===== config.mk =====
export PLATFORM = sky130hd
export DESIGN_NAME = pwm_capture
export DESIGN_NICKNAME = d
export VERILOG_FILES = /design/src/rtl/pwm_pkg.sv /design/src/rtl/pwm_duty_div.sv /design/src/rtl/pwm_capture.sv
export SDC_FILE = /design/constraint.sdc
export NUM_CORES = 1
export LEC_CHECK = 0
export ABC_AREA = 1
export BUFFER_PORTS_ARGS = -buffer_cell sky130_fd_sc_hd__buf_2
export CORE_MARGIN = 2
export CORE_UTILIZATION = 60
export CTS_CLUSTER_SIZE = 40
export DETAILED_ROUTE_END_ITERATION = 10
export PLACE_DENSITY = 0.83
export RECOVER_POWER = 100
export SKIP_LAST_GASP = 1
export SLEW_MARGIN = 20
export SYNTH_ARGS = -nofsm -noshare
export SYNTH_HDL_FRONTEND = slang
export SYNTH_SLANG_ARGS = --single-unit

===== constraint.sdc =====
create_clock -name clk -period 5.9 [get_ports clk]
set_clock_uncertainty 0.2 [all_clocks]
set_input_delay 0.59 -clock clk [delete_from_list [all_inputs] [get_ports clk]]
set_output_delay 0.59 -clock clk [all_outputs]
set_load 0.005 [all_outputs]

===== src/rtl/pwm_pkg.sv =====
// Shared definitions for the motor PWM generator and capture blocks:
// duty-code scale and the capture FSM state encoding.
`timescale 1ns/1ps
package pwm_pkg;

    localparam int DUTY_W    = 10;
    localparam int DUTY_FULL = 1024;
    localparam int DUTY_MAX  = 1023;

    typedef enum logic [1:0] {
        IDLE,
        HIGH,
        LOW
    } pwm_state_t;

endpackage


===== src/rtl/pwm_duty_div.sv =====
// Restoring divider producing the 11-bit duty quotient floor(num*1024/den).
// One quotient bit per cycle; q is valid in the cycle done is high.
`timescale 1ns/1ps
module pwm_duty_div
    import pwm_pkg::*;
#(
    parameter int CNT_W = 32
) (
    input  logic             clk,
    input  logic             reset,
    input  logic             start,
    input  logic [CNT_W-1:0] num,
    input  logic [CNT_W-1:0] den,
    output logic             busy,
    output logic             done,
    output logic [DUTY_W:0]  q
);

    localparam int QBITS = DUTY_W + 1;

    logic [CNT_W:0]    rem;
    logic [CNT_W-1:0]  den_r;
    logic [DUTY_W-1:0] q_r;
    logic [3:0]        step;
    logic              ge;
    logic [CNT_W-1:0]  diff;

    // Remainder stays below den after each subtract, so the shifted value fits CNT_W+1 bits.
    always_comb begin
        ge   = (rem >= {1'b0, den_r});
        diff = ge ? CNT_W'(rem - {1'b0, den_r}) : rem[CNT_W-1:0];
        q    = {q_r, ge};
        done = busy && (step == 4'(QBITS - 1));
    end

    always_ff @(posedge clk or posedge reset) begin
        if (reset) begin
            busy <= 1'b0;
            step <= '0;
        end else if (busy) begin
            step <= step + 4'd1;
            if (done)
                busy <= 1'b0;
        end else if (start) begin
            busy <= 1'b1;
            step <= '0;
        end
    end

    always_ff @(posedge clk) begin
        if (!busy && start) begin
            rem   <= {1'b0, num};
            den_r <= den;
            q_r   <= '0;
        end else if (busy) begin
            rem   <= {diff, 1'b0};
            q_r   <= q[DUTY_W-1:0];
        end
    end

endmodule


===== src/rtl/pwm_capture.sv =====
// PWM capture: measures period and high time of pwm_in in clk cycles,
// converts to a 10-bit duty code and flags stuck and too-fast inputs.
`timescale 1ns/1ps
module pwm_capture
    import pwm_pkg::*;
#(
    parameter int TIMEOUT_CYCLES = 200000,
    parameter int MIN_PERIOD     = 16,
    parameter int CNT_W          = 32
) (
    input  logic              clk,
    input  logic              reset,
    input  logic              enable,
    input  logic              pwm_in,
    output logic [CNT_W-1:0]  period,
    output logic [CNT_W-1:0]  high_time,
    output logic [DUTY_W-1:0] duty,
    output logic              valid,
    output logic              stuck_high,
    output logic              stuck_low,
    output logic              overrun
);

    localparam logic [CNT_W-1:0] TO_LIM  = CNT_W'(TIMEOUT_CYCLES);
    localparam logic [CNT_W-1:0] MIN_LIM = CNT_W'(MIN_PERIOD);
    localparam logic [CNT_W-1:0] ONE     = CNT_W'(1);

    function automatic logic [CNT_W-1:0] sat_inc(input logic [CNT_W-1:0] v);
        return (v >= TO_LIM) ? TO_LIM : v + ONE;
    endfunction

    function automatic logic [DUTY_W-1:0] clamp_duty(input logic [DUTY_W:0] q);
        return q[DUTY_W] ? DUTY_W'(DUTY_MAX) : q[DUTY_W-1:0];
    endfunction

    pwm_state_t       state, state_next;
    logic [CNT_W-1:0] per_cnt, per_next;
    logic [CNT_W-1:0] hi_cnt, hi_next;
    logic [CNT_W-1:0] cap_period, cap_high;
    logic             pwm_p0, pwm_p1, pwm_p2;
    logic             rise, fall;
    logic             start, short_period, timeout;
    logic             div_busy, div_done;
    logic [DUTY_W:0]  div_q;

    // Stage p0/p1: two-flop synchronizer; p2: registered copy for edge detection.
    always_ff @(posedge clk or posedge reset) begin
        if (reset) begin
            pwm_p0 <= 1'b0;
            pwm_p1 <= 1'b0;
            pwm_p2 <= 1'b0;
        end else begin
            pwm_p0 <= pwm_in;
            pwm_p1 <= pwm_p0;
            pwm_p2 <= pwm_p1;
        end
    end

    assign rise = pwm_p1 & ~pwm_p2;
    assign fall = ~pwm_p1 & pwm_p2;

    always_ff @(posedge clk or posedge reset) begin
        if (reset) begin
            state   <= IDLE;
            per_cnt <= '0;
            hi_cnt  <= '0;
        end else begin
            state   <= state_next;
            per_cnt <= per_next;
            hi_cnt  <= hi_next;
        end
    end

    // In IDLE per_cnt doubles as the timeout timer; it is held while a stuck flag is up
    // so a permanently stuck input reports once rather than every timeout interval.
    always_comb begin
        state_next   = state;
        per_next     = per_cnt;
        hi_next      = hi_cnt;
        start        = 1'b0;
        short_period = 1'b0;
        timeout      = 1'b0;
        if (!enable) begin
            state_next = IDLE;
            per_next   = '0;
            hi_next    = '0;
        end else begin
            unique case (state)
                IDLE: begin
                    hi_next = '0;
                    if (rise) begin
                        state_next = HIGH;
                        per_next   = ONE;
                        hi_next    = ONE;
                    end else if (fall || stuck_high || stuck_low) begin
                        per_next = '0;
                    end else if (per_cnt >= TO_LIM) begin
                        timeout  = 1'b1;
                        per_next = '0;
                    end else begin
                        per_next = sat_inc(per_cnt);
                    end
                end
                HIGH: begin
                    per_next = sat_inc(per_cnt);
                    hi_next  = pwm_p1 ? sat_inc(hi_cnt) : hi_cnt;
                    if (fall) begin
                        state_next = LOW;
                    end else if (per_cnt >= TO_LIM) begin
                        timeout    = 1'b1;
                        state_next = IDLE;
                        per_next   = '0;
                        hi_next    = '0;
                    end
                end
                LOW: begin
                    per_next = sat_inc(per_cnt);
                    hi_next  = pwm_p1 ? sat_inc(hi_cnt) : hi_cnt;
                    if (rise) begin
                        state_next = HIGH;
                        per_next   = ONE;
                        hi_next    = ONE;
                        if (per_cnt < MIN_LIM)
                            short_period = 1'b1;
                        else
                            start = !div_busy;
                    end else if (per_cnt >= TO_LIM) begin
                        timeout    = 1'b1;
                        state_next = IDLE;
                        per_next   = '0;
                        hi_next    = '0;
                    end
                end
                default: state_next = IDLE;
            endcase
        end
    end

    always_ff @(posedge clk) begin
        if (start) begin
            cap_period <= per_cnt;
            cap_high   <= hi_cnt;
        end
    end

    pwm_duty_div #(
        .CNT_W (CNT_W)
    ) u_div (
        .clk   (clk),
        .reset (reset),
        .start (start),
        .num   (hi_cnt),
        .den   (per_cnt),
        .busy  (div_busy),
        .done  (div_done),
        .q     (div_q)
    );

    // Output stage: results publish together with the valid pulse.
    always_ff @(posedge clk or posedge reset) begin
        if (reset) begin
            period     <= '0;
            high_time  <= '0;
            duty       <= '0;
            valid      <= 1'b0;
            stuck_high <= 1'b0;
            stuck_low  <= 1'b0;
            overrun    <= 1'b0;
        end else begin
            valid <= 1'b0;
            if (!enable) begin
                stuck_high <= 1'b0;
                stuck_low  <= 1'b0;
                overrun    <= 1'b0;
            end else begin
                if (timeout) begin
                    valid     <= 1'b1;
                    period    <= '0;
                    high_time <= '0;
                    if (pwm_p1) begin
                        stuck_high <= 1'b1;
                        duty       <= DUTY_W'(DUTY_MAX);
                    end else begin
                        stuck_low  <= 1'b1;
                        duty       <= '0;
                    end
                end else if (div_done) begin
                    valid     <= 1'b1;
                    period    <= cap_period;
                    high_time <= cap_high;
                    duty      <= clamp_duty(div_q);
                end
                if (rise)
                    stuck_low <= 1'b0;
                if (fall)
                    stuck_high <= 1'b0;
                if (short_period)
                    overrun <= 1'b1;
            end
        end
    end

endmodule


==> qor.csv, run 1 <==
metric,value,unit
status,"finished, violations left",
failing checks,"max-capacitance violations, max-slew violations",
synthesized cell area,15400,um2
type of origin of the critical path,flip-flop,
most crowded layer after global routing,met2,
final-layout fill cell count,2102,
syn nets,1929,
R2R setup slack,1.31,ns
pin count of the biggest net entering global routing,101,
Worst path slowest cell,nand2_1,
number of synthesized flops with an enable pin,128,
Worst R2R Start,u_div.rem[8],
GR Overflow Total,0,
DP Area,16000,um2
Hold Path Class,reg -> reg,
DP HPWL,30400,um
initial antenna violation count,0,
reg2reg end,u_div.q_r[0],
sequential cell area fraction in the yosys report,51.0,%
worst path cell trace,ha_1 > nand2_1 > inv_1 > nand2_1 > nand2_1 > inv_1 > nand3_1 > nand2_1 > nand3_1 > nand2_1 > nand2_1 > nand2_1 > o21ai_0,
core area,25200,um2
clock buffer depth,3,
setup bufs post-CTS,0,
latest clock arrival within the worst-skew pair,0.56,ns
CTS Root Buffer Type,clkbuf_16,
die span in x,164,um
Hold Path Depth,0,
family with the most delay on the worst path,simple AND/OR/NAND/NOR gates,
Area Overhead vs Synth,8.58,%
worst hold start,pwm_p0,
synth top area cells,"edfxtp_1 (25%), dfrtp_1 (25%), nand2_1 (14%)",
H-tree depth,1,
critical path's most frequent cell,nand2_1,
Starting DRT DRC Count,1291,
worst path bufs/invs,2,
DRC,0,
Fmax,218,MHz
CP required,6.05,ns
Avg Synthesized Cell Area,8.19,um2
Worst-path clk slew,0.06,ns
Relative slew margins,-161,%
Critical Path Max Stage Delay,1.14,ns
DR vias,13000,
IO Count,82,
Die Area,27000,um2
Power per Cell Area,258,nW/um2
CP max FO,34,
Final Util,66.5,%
"Top FF cell, synth",dfrtp_1,
Synth top area share,24.9,%
final wirelength,42200,um
CTS sink count,291,
routing usage on met1,40.2,%
DIE HEIGHT,164,um
met2 Resource Use GR,54.0,%
Port Buffers,81,
hold path endpoint,pwm_p1,
Row Count,58,
met3 capacity usage during global routing,4.02,%
drt pass-1 iters,6,
Yosys Warn Count,0,
Pwr Total,4.32,mW
Initial Util,61.2,%
Antenna Cells,0,
Synth async-reset ratio,52.2,%
Final Hold Vio Count,0,
worst vdd rail ir drop,0.267,mV
Critical Path Sink Type,flip-flop,
final worst path period share,77.8,%
final setup fails,0,
Mapped Cells,1882,
fin crit period,4.59,ns
GP Congestion,0.960,
length in cells of the worst reg-to-reg path,13,
kind of critical path,reg -> reg,
post-CTS sizing,0,
arrival time worst endpoint,4.74,ns
LEAKAGE,8.00,nW
Final Cell Area,16700,um2
setup tns final,0,ns
Num CTS Buffers,29,
layout cell share with drive strength beyond 1,6.19,%
CTS tree,yes,
max_cap viols,6,
Yosys top cell by area,edfxtp_1,
hold_buf cts,1,
placed cells,2246,
first-pass GRT wire length,65500,um
routed len/inst,18.4,um
GRT Util Overall,31.5,%
Pins Over Slew Limit,298,
vias in the first global route,12600,
worst-margin pin slew,3.92,ns
RSZ-0062 raised after global routing,false,
NumNets Final,1995,
Vias/cell,5.67,
post-synthesis sequential element count,291,
Finished Layout Cells,2300,
ANT nets after route,0,
post-synth cell types,41,
## layout make-up
class                      instances  area (um2)  share of cell area (%)
clock buffer                      48         857                    5.12
clock inverter                     5        30.0                   0.179
inverter                         291        1090                    6.54
multi-input combinational       1244        6060                    36.2
sequential                       291        7870                    47.0
tap                              330         413                    2.47
timing repair buffer              91         422                    2.52
## per-stage QoR
stage,setup slack (ns),hold slack [ns]
2_1_floorplan,1.02,0.131
3_3_place_gp,2.34,0.137
3_5_place_dp,2.23,0.139
4_1_cts,2.20,0.0847
5_1_grt,1.03,0.165
6_report,1.31,0.153
## kinds of logic after synthesis
kind of cell | after synthesis | share of synthesized area (%)
flip-flops | 291 | 51.0
adder cells (fa/ha/maj) | 43 | 3.54
AND/OR/NAND/NOR | 965 | 26.9
buffers and inverters | 347 | 9.18
AO/OA/AOI/OAI | 197 | 7.12
XOR/XNOR | 39 | 2.21
## power breakdown
| part | internal, mW | switching (mW) |
|---|---|---|
| Clock | 0.985 | 0.758 |
| Sequential | 2.17 | 0.0638 |
| Combinational | 0.109 | 0.232 |
| Total | 3.26 | 1.05 |
## sequential cells by signal, indices dropped and copies added, names as in the netlist, 2 cells and up
register	count
u_div.rem	33
period	32
cap_period	32
u_div.den_r	32
per_cnt	32
state	2
u_div.step	4
u_div.q_r	10
cap_high	32
hi_cnt	32
duty	10
high_time	32
## Yosys cell counts (all sizes together), types with 5 or more instances
cell type,instances
a21oi,59
nor4,5
xor2,23
nand2,576
dfrtp,152
xnor2,16
o21ai,117
edfxtp,128
nor2,163
clkbuf,18
nor3,23
ha,42
nand3b,39
inv,291
o22ai,14
nand3,121
nand4,26
buf,38
dfxtp,11
## per-layer routing
metal  routed length (um)  share of wire, %
met1                16500                39
met2                20400                48
met3                 3310               7.9
met4                 1970               4.7
met5                    0                 0
## layout by cell type, fill, tap and decap left out, types with 9 or more instances in the layout
| cell type | count |
|---|---|
| edfxtp_1 | 128 |
| nor3_1 | 22 |
| nor2_2 | 9 |
| ha_1 | 42 |
| a21oi_1 | 49 |
| xnor2_1 | 16 |
| o21ai_0 | 116 |
| inv_1 | 287 |
| dfxtp_1 | 11 |
| xor2_1 | 23 |
| buf_2 | 47 |
| clkbuf_16 | 29 |
| nand3_1 | 120 |
| nand4_1 | 26 |
| o22ai_1 | 14 |
| dfrtp_1 | 152 |
| clkbuf_1 | 50 |
| nor2_1 | 153 |
| a21oi_2 | 10 |
| nand3b_1 | 39 |
| nand2_1 | 575 |
## how the worst max path moves through the flow
stage | from | endpoint | slack, ns | cells past startpoint
after floorplan | reset | duty[0] | 1.02 | 1
after global placement | state[0] | high_time[8] | 2.34 | 12
after detailed placement | state[0] | high_time[8] | 2.23 | 12
after CTS | state[0] | high_time[8] | 2.20 | 12
after global routing | u_div.rem[8] | u_div.q_r[0] | 1.03 | 13
final | u_div.rem[8] | u_div.q_r[0] | 1.31 | 13
(Power assumes the default switching activity.)
==> run 2, diff against run 1 <==
CORE_UTILIZATION = 56   (was 60)
PLACE_DENSITY = 0.82   (was 0.83)
clock period = 4 ns   (was 5.9 ns; I/O delays follow)
==> qor.csv, run 2 (synthesized netlist as in run 1, its figures left out) <==
metric,value,unit
status,"finished, violations left",
failing checks,"max-capacitance violations, max-slew violations",
Worst path slowest cell,nor2_2,
routed len/inst,18.2,um
Die Area,28900,um2
DP HPWL,31300,um
Critical Path Sink Type,flip-flop,
layout cell share with drive strength beyond 1,6.96,%
final setup fails,0,
CTS tree,yes,
DIE HEIGHT,170,um
Port Buffers,81,
pre-CTS WS,0.821,ns
worst path cell trace,nand2_1 > nor2_1 > nor2_1 > nand2_1 > nand2_1 > nand2_1 > nand2_1 > nand3_1 > nor2_2 > inv_1 > o21ai_0,
fin crit period,3.48,ns
CP max FO,18,
R2R setup slack,0.52,ns
die span in x,170,um
Power per Cell Area,383,nW/um2
Num CTS Buffers,29,
Hold Path Depth,3,
LEAKAGE,8.07,nW
max_cap viols,1,
RSZ-0062 raised after global routing,false,
Row Count,60,
Relative slew margins,-49.5,%
IO Count,82,
Antenna Cells,0,
arrival time worst endpoint,3.75,ns
vias in the first global route,12500,
final worst path period share,86.9,%
final-layout fill cell count,2291,
Critical Path Max Stage Delay,0.80,ns
worst-margin pin slew,2.24,ns
critical path's most frequent cell,nand2_1,
clock buffer depth,3,
GP Congestion,0.993,
length in cells of the worst reg-to-reg path,11,
drt pass-1 iters,5,
hold path endpoint,overrun,
Min Hold Slack,0.0644,ns
Worst-path clk slew,0.06,ns
Vias/cell,5.59,
Biggest register,u_div.rem,
DRC,0,
CTS Root Buffer Type,clkbuf_16,
latest clock arrival within the worst-skew pair,0.55,ns
Hold Path Class,in -> reg,
family with the most delay on the worst path,simple AND/OR/NAND/NOR gates,
core area,27000,um2
worst hold start,enable,
"leading cell type in the layout, fill and taps excluded",nand2_1,
GR Overflow Total,0,
CTS sink count,291,
worst vdd rail ir drop,0.324,mV
Fmax,288,MHz
Final Hold Vio Count,0,
CP required,4.27,ns
ANT nets after route,0,
"commonest cells after routing, fill and taps aside","nand2_1 (575), inv_1 (284), nor2_1 (156)",
pin count of the biggest net entering global routing,56,
final wirelength,42200,um
Starting DRT DRC Count,1417,
Initial Util,57.1,%
max reg flops,33,
DR vias,13000,
H-tree depth,1,
type of origin of the critical path,flip-flop,
Area Overhead vs Synth,9.84,%
GRT Util Overall,29.8,%
NumNets Final,2006,
setup tns final,0,ns
reg2reg end,hi_cnt[15],
kind of critical path,reg -> reg,
Pwr Total,6.49,mW
setup ws final,0.523,ns
Pins Over Slew Limit,40,
worst path bufs/invs,1,
first-pass GRT wire length,66800,um
Worst R2R Start,per_cnt[10],
initial antenna violation count,0,
Final Util,62.7,%
-- run 2: what timing repair did --
| action | CTS | global route |
|---|---|---|
| setup buffers | 0 | 0 |
| hold endpoints to repair | 13 | 0 |
| hold buffers | 2 | 0 |
| resized for setup | 0 | 0 |
-- run 2: worst max path at each step --
stage,start,to,cells past startpoint
finish,per_cnt[10],hi_cnt[15],11
global route,per_cnt[10],period[14],12
CTS,pwm_p1,duty[1],11
detailed placement,pwm_p1,duty[1],11
global placement,pwm_p1,high_time[30],11
floorplan,state[0],cap_high[0],10
-- run 2: stage by stage --
stage | instances | area, um2
floorplan | 1882 | 15400
global placement | 2267 | 16100
detailed placement | 2267 | 16100
CTS | 2323 | 17100
global route | 2323 | 16900
finish | 2323 | 16900
-- run 2: power breakdown --
group,internal (mW),total (mW),switching [mW]
sequential,3.20,3.28,0.0824
combinational,0.164,0.505,0.340
clock,1.55,2.70,1.15
-- run 2: worst register-to-register path, delay by kind of cell (launching register included) --
family	cells	cell delay, ns
compound gates	1	0.21
simple gates	9	2.16
buf+inv	1	0.27
flops	1	0.54
-- run 2: layout make-up --
type                            count  area [um2]  area share, %
Sequential cell                   291        7870           46.4
Inverter                          291        1090           6.46
Clock inverter                     16         160          0.945
Clock buffer                       38         769           4.54
Timing Repair Buffer              102         552           3.26
Tap cell                          341         427           2.52
Multi-Input combinational cell   1244        6070           35.8
-- run 2: per-layer routing --
| metal | vias to the layer above | wire (um) | GRT usage (%) | part of all wire [%] |
|---|---|---|---|---|
| li1 | 6164 | - | - | - |
| met1 | 6105 | 17000 | 38.9 | 40 |
| met2 | 589 | 20300 | 51.0 | 48 |
| met5 | - | 0 | 0 | 0 |
| met3 | 121 | 3120 | 3.56 | 7.4 |
| met4 | 0 | 1870 | 12.1 | 4.4 |
